==> src/rtl/deserializer_pkg.sv <==
// Shared types and width helpers for the serial-to-parallel receiver.
package deserializer_pkg;

  typedef enum logic {
    IDLE    = 1'b0,
    COLLECT = 1'b1
  } state_t;

  // Width of a field that must hold 0..w-1 (at least one bit).
  function automatic int unsigned mod_w(input int unsigned w);
    return (w <= 1) ? 1 : $clog2(w);
  endfunction

endpackage

==> src/rtl/deserializer_idle_timer.sv <==
// Counts consecutive idle cycles while a partial word is held; pulses expire_c
// combinationally on the cycle that reaches TIMEOUT.
module deserializer_idle_timer
  import deserializer_pkg::*;
#(
  parameter int unsigned TIMEOUT = 8
) (
  input  logic clk_i,
  input  logic srst_i,
  input  logic active_i,
  input  logic clear_i,
  output logic expire_c
);

  localparam int unsigned CNT_W = mod_w(TIMEOUT);

  logic [CNT_W-1:0] cnt_q;

  assign expire_c = active_i && !clear_i && (cnt_q == CNT_W'(TIMEOUT - 1));

  always_ff @(posedge clk_i) begin
    if (srst_i || clear_i || !active_i || expire_c) begin
      cnt_q <= '0;
    end else begin
      cnt_q <= cnt_q + CNT_W'(1);
    end
  end

endmodule

==> src/rtl/deserializer.sv <==
// MSB-first serial-to-parallel receiver with one-cycle word valid pulse.
// Optional partial-word flush after an idle gap: define DESERIALIZER_TIMEOUT_EN.
module deserializer
  import deserializer_pkg::*;
#(
  parameter int unsigned DATA_BUS_WIDTH = 16,
  parameter int unsigned DATA_MOD_WIDTH = mod_w(DATA_BUS_WIDTH),
  parameter int unsigned IDLE_TIMEOUT   = 8
) (
  input  logic                      clk_i,
  input  logic                      srst_i,
  input  logic                      data_i,
  input  logic                      data_val_i,
  output logic [DATA_BUS_WIDTH-1:0] deser_data_o,
  output logic [DATA_MOD_WIDTH-1:0] deser_data_mod_o,
  output logic                      deser_data_val_o,
  output logic                      busy_o
);

  localparam logic [DATA_MOD_WIDTH-1:0] LAST_CNT = DATA_MOD_WIDTH'(DATA_BUS_WIDTH - 1);

  state_t                    state_q;
  state_t                    state_nxt;
  logic [DATA_BUS_WIDTH-1:0] sr_q;
  logic [DATA_BUS_WIDTH-1:0] sr_nxt;
  logic [DATA_BUS_WIDTH-1:0] flush_word_c;
  logic [DATA_MOD_WIDTH-1:0] cnt_q;
  logic [DATA_MOD_WIDTH-1:0] cnt_nxt;
  logic                      shift_en_c;
  logic                      word_done_c;
  logic                      flush_c;
  logic                      expire_c;

`ifdef DESERIALIZER_TIMEOUT_EN
  deserializer_idle_timer #(
    .TIMEOUT (IDLE_TIMEOUT)
  ) u_idle_timer (
    .clk_i    (clk_i),
    .srst_i   (srst_i),
    .active_i (cnt_q != '0),
    .clear_i  (data_val_i),
    .expire_c (expire_c)
  );
`else
  logic unused_idle_timeout;
  assign unused_idle_timeout = ^32'(IDLE_TIMEOUT);
  assign expire_c            = 1'b0;
`endif

  // State register
  always_ff @(posedge clk_i) begin
    if (srst_i) begin
      state_q <= IDLE;
    end else begin
      state_q <= state_nxt;
    end
  end

  // Next-state logic
  always_comb begin
    state_nxt = state_q;
    case (state_q)
      IDLE:    if (shift_en_c && !word_done_c) state_nxt = COLLECT;
      COLLECT: if (word_done_c || flush_c)     state_nxt = IDLE;
      default: state_nxt = IDLE;
    endcase
  end

  // FSM-qualified control strobes
  always_comb begin
    shift_en_c  = 1'b0;
    word_done_c = 1'b0;
    flush_c     = 1'b0;
    case (state_q)
      IDLE: begin
        shift_en_c  = data_val_i;
        word_done_c = data_val_i && (cnt_q == LAST_CNT);
      end
      COLLECT: begin
        shift_en_c  = data_val_i;
        word_done_c = data_val_i && (cnt_q == LAST_CNT);
        flush_c     = expire_c;
      end
      default: ;
    endcase
  end

  // Shift/count datapath; a flush left-aligns the k held bits with zero LSBs.
  always_comb begin
    sr_nxt       = DATA_BUS_WIDTH'({sr_q, data_i});
    flush_word_c = sr_q << (DATA_BUS_WIDTH - 32'(cnt_q));
    cnt_nxt      = cnt_q;
    if (word_done_c || flush_c) begin
      cnt_nxt = '0;
    end else if (shift_en_c) begin
      cnt_nxt = cnt_q + DATA_MOD_WIDTH'(1);
    end
  end

  always_ff @(posedge clk_i) begin
    if (srst_i) begin
      sr_q  <= '0;
      cnt_q <= '0;
    end else begin
      cnt_q <= cnt_nxt;
      if (shift_en_c) begin
        sr_q <= sr_nxt;
      end
    end
  end

  // Output registers; word/mod hold their last value between pulses.
  always_ff @(posedge clk_i) begin
    if (srst_i) begin
      deser_data_o     <= '0;
      deser_data_mod_o <= '0;
      deser_data_val_o <= 1'b0;
      busy_o           <= 1'b0;
    end else begin
      deser_data_val_o <= word_done_c || flush_c;
      busy_o           <= (cnt_nxt != '0);
      if (word_done_c) begin
        deser_data_o     <= sr_nxt;
        deser_data_mod_o <= '0;
      end else if (flush_c) begin
        deser_data_o     <= flush_word_c;
        deser_data_mod_o <= cnt_q;
      end
    end
  end

endmodule

==> config.mk <==
export PLATFORM = sky130hd
export DESIGN_NAME = deserializer
export DESIGN_NICKNAME = d
export VERILOG_FILES = /design/src/rtl/deserializer_pkg.sv /design/src/rtl/deserializer_idle_timer.sv /design/src/rtl/deserializer.sv
export SDC_FILE = /design/constraint.sdc
export NUM_CORES = 1
export LEC_CHECK = 0
export CAP_MARGIN = 0
export CORE_ASPECT_RATIO = 2
export CORE_UTILIZATION = 50
export DETAILED_ROUTE_END_ITERATION = 8
export PLACE_DENSITY = 0.81
export SYNTH_ARGS = -nofsm -noshare
export SYNTH_HDL_FRONTEND = slang
export SYNTH_SLANG_ARGS = --single-unit
==> constraint.sdc <==
create_clock -name clk_i -period 2.15 [get_ports clk_i]
set_input_delay 0.43 -clock clk_i [delete_from_list [all_inputs] [get_ports clk_i]]
set_output_delay 0.43 -clock clk_i [all_outputs]
set_load 0.005 [all_outputs]
=== Word level (Yosys, flattened, before mapping) ===
Cells that the tools add are included.

* $add $sub $neg: 1
* Equality and inequality tests: 1
* Multiplexer cells: 2
* Reductions and logical operators: 2

{| class="wikitable"
|+ Operator list
! cell !! number
|-
| $mux W4 || 2
|-
| $add A4 B1 Y4 const B || 1
|-
| $eq A4 B4 Y1 const B || 1
|-
| $reduce_bool A4 Y1 || 1
|-
| $logic_and A1 B1 Y1 || 1
|}

* Flip-flop bits (word level): 37
* Output and inout port bits: 22

=== Longest topological paths before layout ===
Gate-level depths: netlist (run 1).

* Depth after elaboration: 4
* Gate-level depth with buffers: 5
* Gate-level depth less buffers: 4

=== Least setup slack after synthesis (run 1) ===
OpenSTA, ideal clock, no wires.

* Kind: reg2reg
* From: register cnt_q[0]
* To: register busy_o
* Library setup time: 0.131 ns
* Data arrival time: 1.152 ns
* Required time: 2.019 ns
* Slack: 0.868 ns
* Cell stages (with the launch flop): 5
* Path buffers: 0
* Period minus slack after synthesis: 1.282 ns
* Path through: dfxtp_1 > ha_1 > mux2_2 > a221oi_2 > o211ai_1

* Longest elaborated chain between the ends: 4
* Elaborated cells on any way between the ends: 6
* Classes of those cells: add/sub: 1; eq/ne: 1; mux: 2; reduce/logical: 2

{| class="wikitable"
|+ RTL lines
! what !! RTL line !! RTL
|-
| start, declared || deserializer.sv:27 || <nowiki>logic [DATA_MOD_WIDTH-1:0] cnt_q;</nowiki>
|-
| start signal, assigned || deserializer.sv:105 || <nowiki>cnt_q <= cnt_nxt;</nowiki>
|-
| $add A4 B1 Y4 or $eq A4 B4 Y1 (tied branches) || deserializer.sv:96, deserializer.sv:77, deserializer.sv:81 ||
|-
| $mux W4 or $logic_and A1 B1 Y1 (tied branches) || deserializer.sv:95, deserializer.sv:77, deserializer.sv:81 ||
|-
| $mux W4 * || deserializer.sv:93 || <nowiki>if (word_done_c || flush_c) begin</nowiki>
|-
| $reduce_bool A4 Y1 * || deserializer.sv:121 || <nowiki>busy_o <= (cnt_nxt != '0);</nowiki>
|-
| end signal, assigned || deserializer.sv:121 ||
|-
| end, declared || deserializer.sv:17 || <nowiki>output logic busy_o</nowiki>
|}

Every way passes the cells marked *; elsewhere a longest branch is shown, timed or not.
A chain may end at the register's enable or synchronous reset.

=== Worst setup path in the final report (run 1) ===
* From: input port data_val_i
* To: register busy_o

* Longest elaborated chain between the ends: 3
* Elaborated cells on any way between the ends: 4
* Classes of those cells: mux: 2; reduce/logical: 2

{| class="wikitable"
|+ RTL lines
! what !! RTL line !! RTL
|-
| start, declared || deserializer.sv:13 || <nowiki>input logic data_val_i,</nowiki>
|-
| $mux W4 or $logic_and A1 B1 Y1 (tied branches) || deserializer.sv:95, deserializer.sv:77, deserializer.sv:81 ||
|-
| $mux W4 * || deserializer.sv:93 ||
|-
| $reduce_bool A4 Y1 * || deserializer.sv:121 ||
|}

Marks and branches as above.

==> results of run 1 <==
[cells in the mapped netlist]
master	n	area share
conb_1	1	0.0028
buf_4	4	0.022
a21o_1	1	0.0055
mux2i_1	15	0.11
nand2_1	2	0.0055
nand4_2	1	0.0092
buf_1	1	0.0028
a21oi_1	1	0.0037
ha_1	1	0.0092
nor2_4	1	0.0083
inv_1	1	0.0028
buf_6	4	0.033
a41oi_4	1	0.020
nor2_1	16	0.044
and4bb_2	1	0.0092
nand4_1	1	0.0046
and2_1	1	0.0046
buf_2	1	0.0037
o211ai_1	1	0.0055
or2b_1	1	0.0055
nor2b_1	1	0.0046
a22o_1	16	0.10
a221oi_2	1	0.011
mux2_2	1	0.0083
xor2_1	2	0.013
dfxtp_1	37	0.55
[registers in the layout (all words and copies together) (netlist names)]
name,flops
deser_data_val_o,1
sr_q,15
busy_o,1
cnt_q,4
deser_data_o,16
[worst paths after layout]
kind / start / end / slack [ns] / depth (start not counted)
max reg2reg: cnt_q[0]$_SDFF_PP0_ / deser_data_o[10]$_SDFFE_PP0P_ / 0.70 / 4
max: data_val_i / busy_o$_SDFF_PP0_ / 0.48 / 4
min: deser_data_o[11]$_SDFFE_PP0P_ / deser_data_o[11]$_SDFFE_PP0P_ / 0.48 / 1
min reg2reg: deser_data_o[11]$_SDFFE_PP0P_ / deser_data_o[11]$_SDFFE_PP0P_ / 0.48 / 1
[metal layers]
layer | GRT usage | up-vias | share of wire
li1 | - | 450 | -
met1 | 0.213 | 435 | 0.42
met2 | 0.307 | 17 | 0.53
met3 | 0.0554 | 5 | 0.031
met4 | 0.0920 | 0 | 0.018
met5 | 0 | - | 0
[metrics by stage]
stage | area, um2 | worst slack, ns | util | total power [mW] | hold WS, ns
floorplan | 1370 | 0.868 | - | 0.770 | 0.442
global placement | 1560 | 0.272 | 0.607 | 0.784 | 0.460
detailed placement | 1560 | 0.179 | 0.607 | 0.788 | 0.467
CTS | 1640 | 0.476 | 0.639 | 1.24 | 0.486
global route | 1640 | 0.408 | 0.639 | 1.26 | 0.497
finish | 1640 | 0.481 | 0.639 | 1.23 | 0.482
[power breakdown]
| part | internal, mW | switching [mW] | total (mW) |
|---|---|---|---|
| clock | 0.224 | 0.232 | 0.457 |
| sequential | 0.695 | 0.00654 | 0.701 |
| combinational | 0.0335 | 0.0365 | 0.0701 |
| total | 0.953 | 0.275 | 1.23 |
[logic make-up after synthesis]
kind of cell | Yosys count | synth area share
other cells | 1 | 0.00276
flops | 37 | 0.546
buf+inv | 11 | 0.0646
fa+ha+maj | 1 | 0.00922
mux | 16 | 0.119
simple gates | 25 | 0.0960
xor+xnor | 2 | 0.0129
compound gates | 21 | 0.149
[critical path, stage by stage]
cell             delay [ns]
clkdlybuf4s50_1        0.65
mux2_2                 0.40
a221oi_2               0.23
o211ai_1               0.12
[area by class of cell]
type | instances | area share
Timing Repair Buffer | 25 | 0.146
Clock inverter | 2 | 0.00610
Clock buffer | 6 | 0.0442
Multi-Input combinational cell | 69 | 0.329
Sequential cell | 37 | 0.451
Tap cell | 28 | 0.0213
Inverter | 1 | 0.00229
==> results.yml, run 1 <==
status:
  status: "complete, no violations"
drt:
  first_iter_violations: 10
  drt-total-wl_mm: 2.39
  drt_first_pass_iters: 2
  viasPerCell: 5.40
  ant_nets: 0
  routedWlPerCell_um: 14.2
  vias: 907
  drc: 0
worst_setup_path:
  required_ns: 2.31
  cp-start-kind: "input pin"
  worstSetupPathType: "in -> reg"
  endpoint_kind: "flop"
  cp_data_arrival_time_ns: 1.83
  critical_path.max_fanout: 7
clock_tree:
  cts_resized: 0
  clock-sinks: 37
  clk_pin_slew_worst_paths_ns: 0.07
  clk_path_buf_depth: 2
  clock_latency_ns: 0.28
  cts_made_buffers: 5
  postCtsHoldBufs: 0
  clockRootBuffer: "clkbuf_8"
  tritoncts: "built"
  htreeDepth: 2
  post-cts-setup-buffers: 0
synthesis:
  syn_inst: 114
  synth_cell_types: 26
  yosysWarnings: 0
  syn_area_per_cell_um2: 11.9
  yosysSeqAreaShare: 0.546
  synth-seq-cells: 37
  netlist_area_um2: 1360
sta:
  hold_viol: 0
  tns_ns: 0
  fmax_ghz: 0.599
  period_minus_slack_ns: 1.67
  finalCritPeriodShare: 0.777
  slew_violations: 0
  rsz0062_at_grt: "no"
  finClkSkew_ns: 0.00775
  setup_viol: 0
floorplanning:
  rows: 26
  start_util: 0.528
  die_y_um: 75.7
  die_w_um: 38.8
  num_io_pins: 26
  die_area_um2: 2940
  core-area_um2: 2570
layout:
  layout_commonest_cell: "dfxtp_1"
  syn_to_final_growth_pct: 21.0
  fin_cells: 168
  fillCellCount: 215
  drive_gt1_frac: 0.121
  num_antenna_cells: 0
  multi_input_area_um2: 539
  nets: 144
  mostFrequentLayoutCells: "dfxtp_1 (37), clkdlybuf4s50_1 (21), nor2_1 (16), a22o_1 (16), mux2i_1 (15)"
  seq_area_um2: 741
grt:
  overflow: 0
  grt_start_max_net_pins: 19
  grt_pass1_wl_mm: 3.74
  grt_pass1_vias: 840
  grt_use_total: 0.187
  grt_antenna_before_repair: 0
job:
  max_cap_violations: 0
pwr:
  cellPowerDensity_nw_per_um2: 748
  p_leak_nw: 0.695
  ir_drop_mv: 0.506
place:
  port_buffers: 21
  place_congestion: 0.688
  placed_cells: 160
  hpwl_mm: 1.65
worst_hold_path:
  hold_path_class: "reg -> reg"
No activity file was read; power rests on OpenSTA's default activity.
==> run 2, diff against run 1 <==
CORE_UTILIZATION = 45   (was 50)
PLACE_DENSITY = 0.77   (was 0.81)
clock period = 1.43 ns   (was 2.15 ns; I/O delays follow)
==> run 2 against run 1 <==
  * Setup slack got worse by 0.45 ns
  * Non-clock buffer count rose by 6
  * Die area up 11%
  * Critical path type is now reg -> out
  * Sequential power is 51% higher
  * Register-to-register slack got worse by 0.61 ns
  * First-iteration DRC count increased by 100%
  * Worst hold slack lost 0.0089 ns
  * Clock power is 99% higher
  * Sequential share of layout area down 2.6 points
  * Critical path depth down 3
  * Largest power group unchanged
  * Via count grew 0.88%
==> results.yml, run 2 (same netlist as run 1, synthesis figures left out) <==
floorplanning:
  die_area_um2: 3250
  die_y_um: 79.6
  num_io_pins: 26
  start_util: 0.484
  die_w_um: 40.8
  rows: 27
  core-area_um2: 2800
pwr:
  fin_total_pwr_mw: 2.09
  cellPowerDensity_nw_per_um2: 1180
  ir_drop_mv: 1.05
  p_leak_nw: 0.858
place:
  port_buffers: 21
  hpwl_mm: 1.78
  pre_cts_ws_ns: -0.198
  place_congestion: 0.709
drt:
  ant_nets: 0
  drt-total-wl_mm: 2.46
  drt_first_pass_iters: 3
  vias: 915
  viasPerCell: 5.23
  routedWlPerCell_um: 14.1
  drc: 0
  first_iter_violations: 20
layout:
  fillCellCount: 239
  top_register: "deser_data_o"
  multi_input_area_um2: 556
  syn_to_final_growth_pct: 30.6
  mostFrequentLayoutCells: "dfxtp_1 (27), nor2_1 (16), a22o_1 (16)"
  num_antenna_cells: 0
  nets: 150
  layout_commonest_cell: "dfxtp_1"
  largest_register_ffs: 16
  drive_gt1_frac: 0.233
  final_util: 0.632
  reg_top3: "deser_data_o: 16 flops, sr_q: 15 flops, cnt_q: 4 flops"
  seq_area_um2: 753
clock_tree:
  htreeDepth: 2
  cts_made_buffers: 5
  clockRootBuffer: "clkbuf_8"
  clock_latency_ns: 0.29
  clk_pin_slew_worst_paths_ns: 0.07
  postCtsHoldBufs: 0
  tritoncts: "built"
  clock-sinks: 37
  clk_path_buf_depth: 2
worst_setup_path:
  slowest_stage: "clkdlybuf4s50_1"
  worst-r2r-setup-slack_ns: 0.09
  worst-r2r-cell-count: 4
  required_ns: 1.14
  crit_path_max_incr_delay_ns: 0.49
  crit_family: "buffers and inverters"
  endpoint: "deser_data_o[13]"
  endpoint_kind: "output pin"
  r2r-end: "busy_o$_SDFF_PP0_"
  cp_num_cells: 1
  cp-start-kind: "flop"
  critPathBufInv: 1
  worstSetupPathType: "reg -> out"
  critical_path.max_fanout: 2
  path_cells: "clkdlybuf4s50_1"
  cp_data_arrival_time_ns: 1.11
  crit_start: "deser_data_o[13]$_SDFFE_PP0P_"
  reg2reg_from: "cnt_q[0]$_SDFF_PP0_"
grt:
  grt_use_total: 0.181
  grt_antenna_before_repair: 0
  grt_pass1_vias: 925
  grt_pass1_wl_mm: 4.00
  grt_start_max_net_pins: 17
  overflow: 0
sta:
  setup_slack_ns: 0.0311
  setup_viol: 0
  finalCritPeriodShare: 0.978
  hold_viol: 0
  slew_violations: 0
  period_minus_slack_ns: 1.40
  fmax_ghz: 0.715
  rsz0062_at_grt: "no"
  finClkSkew_ns: 0.0124
worst_hold_path:
  holdPathStages: 1
  hold_path_class: "reg -> reg"
job:
  max_cap_violations: 0
status:
  status: "complete, no violations"
-- run 2: changes by cell type in the layout (fill, tap and decap cells not counted), moves of 2 or more --
cell / before / now
clkdlybuf4s50_1: 21 / 13
dlymetal6s2s_1: 0 / 5
dfxtp_2: 0 / 10
dfxtp_1: 37 / 27
buf_4: 4 / 9
dlygate4sd2_1: 0 / 3
clkinv_2: 2 / 0
-- run 2: area by class of cell --
cell class,instances,area share
clock inverter,1,0.0169
tap,29,0.0205
clock buffer,7,0.0487
inverter,1,0.00212
multi-input combinational,69,0.314
timing repair buffer,31,0.173
sequential,37,0.425
-- run 2: routing by layer --
layer,global-route usage,wire length (um)
met5,0,0
met1,0.186,978
met2,0.297,1330
met3,0.0474,84
met4,0.110,70
-- run 2: per-stage QoR --
step                      cells  hold WS (ns)  setup TNS, ns  cell area, um2
after floorplan             117         0.412              0            1370
after global placement      166         0.452          -3.32            1610
after detailed placement    166         0.467          -3.85            1610
after CTS                   174         0.487              0            1730
after global routing        175         0.496              0            1770
final                       175         0.473              0            1770
-- run 2: worst min path at each step --
stage                                   from                             to  slack (ns)
6_report       deser_data_o[11]$_SDFFE_PP0P_  deser_data_o[11]$_SDFFE_PP0P_        0.47
5_1_grt         deser_data_o[8]$_SDFFE_PP0P_   deser_data_o[8]$_SDFFE_PP0P_        0.50
4_1_cts         deser_data_o[9]$_SDFFE_PP0P_   deser_data_o[9]$_SDFFE_PP0P_        0.49
3_5_place_dp    deser_data_o[0]$_SDFFE_PP0P_   deser_data_o[0]$_SDFFE_PP0P_        0.47
3_3_place_gp           sr_q[14]$_SDFFE_PP0P_  deser_data_o[15]$_SDFFE_PP0P_        0.45
2_1_floorplan                         data_i   deser_data_o[0]$_SDFFE_PP0P_        0.41
-- run 2: power breakdown --
| group | internal [mW] | switching [mW] | leakage, nW |
|---|---|---|---|
| Combinational | 0.0682 | 0.0582 | 0.496 |
| Sequential | 1.05 | 0.0112 | 0.304 |
| Clock | 0.568 | 0.340 | 0.0585 |
-- run 2: repair_timing --
item / 4_1_cts / 5_1_grt
gates resized for setup: 5 / 15
pin swaps: 0 / 2
setup endpoints to repair: 5 / 11
buffers inserted: 0 / 1
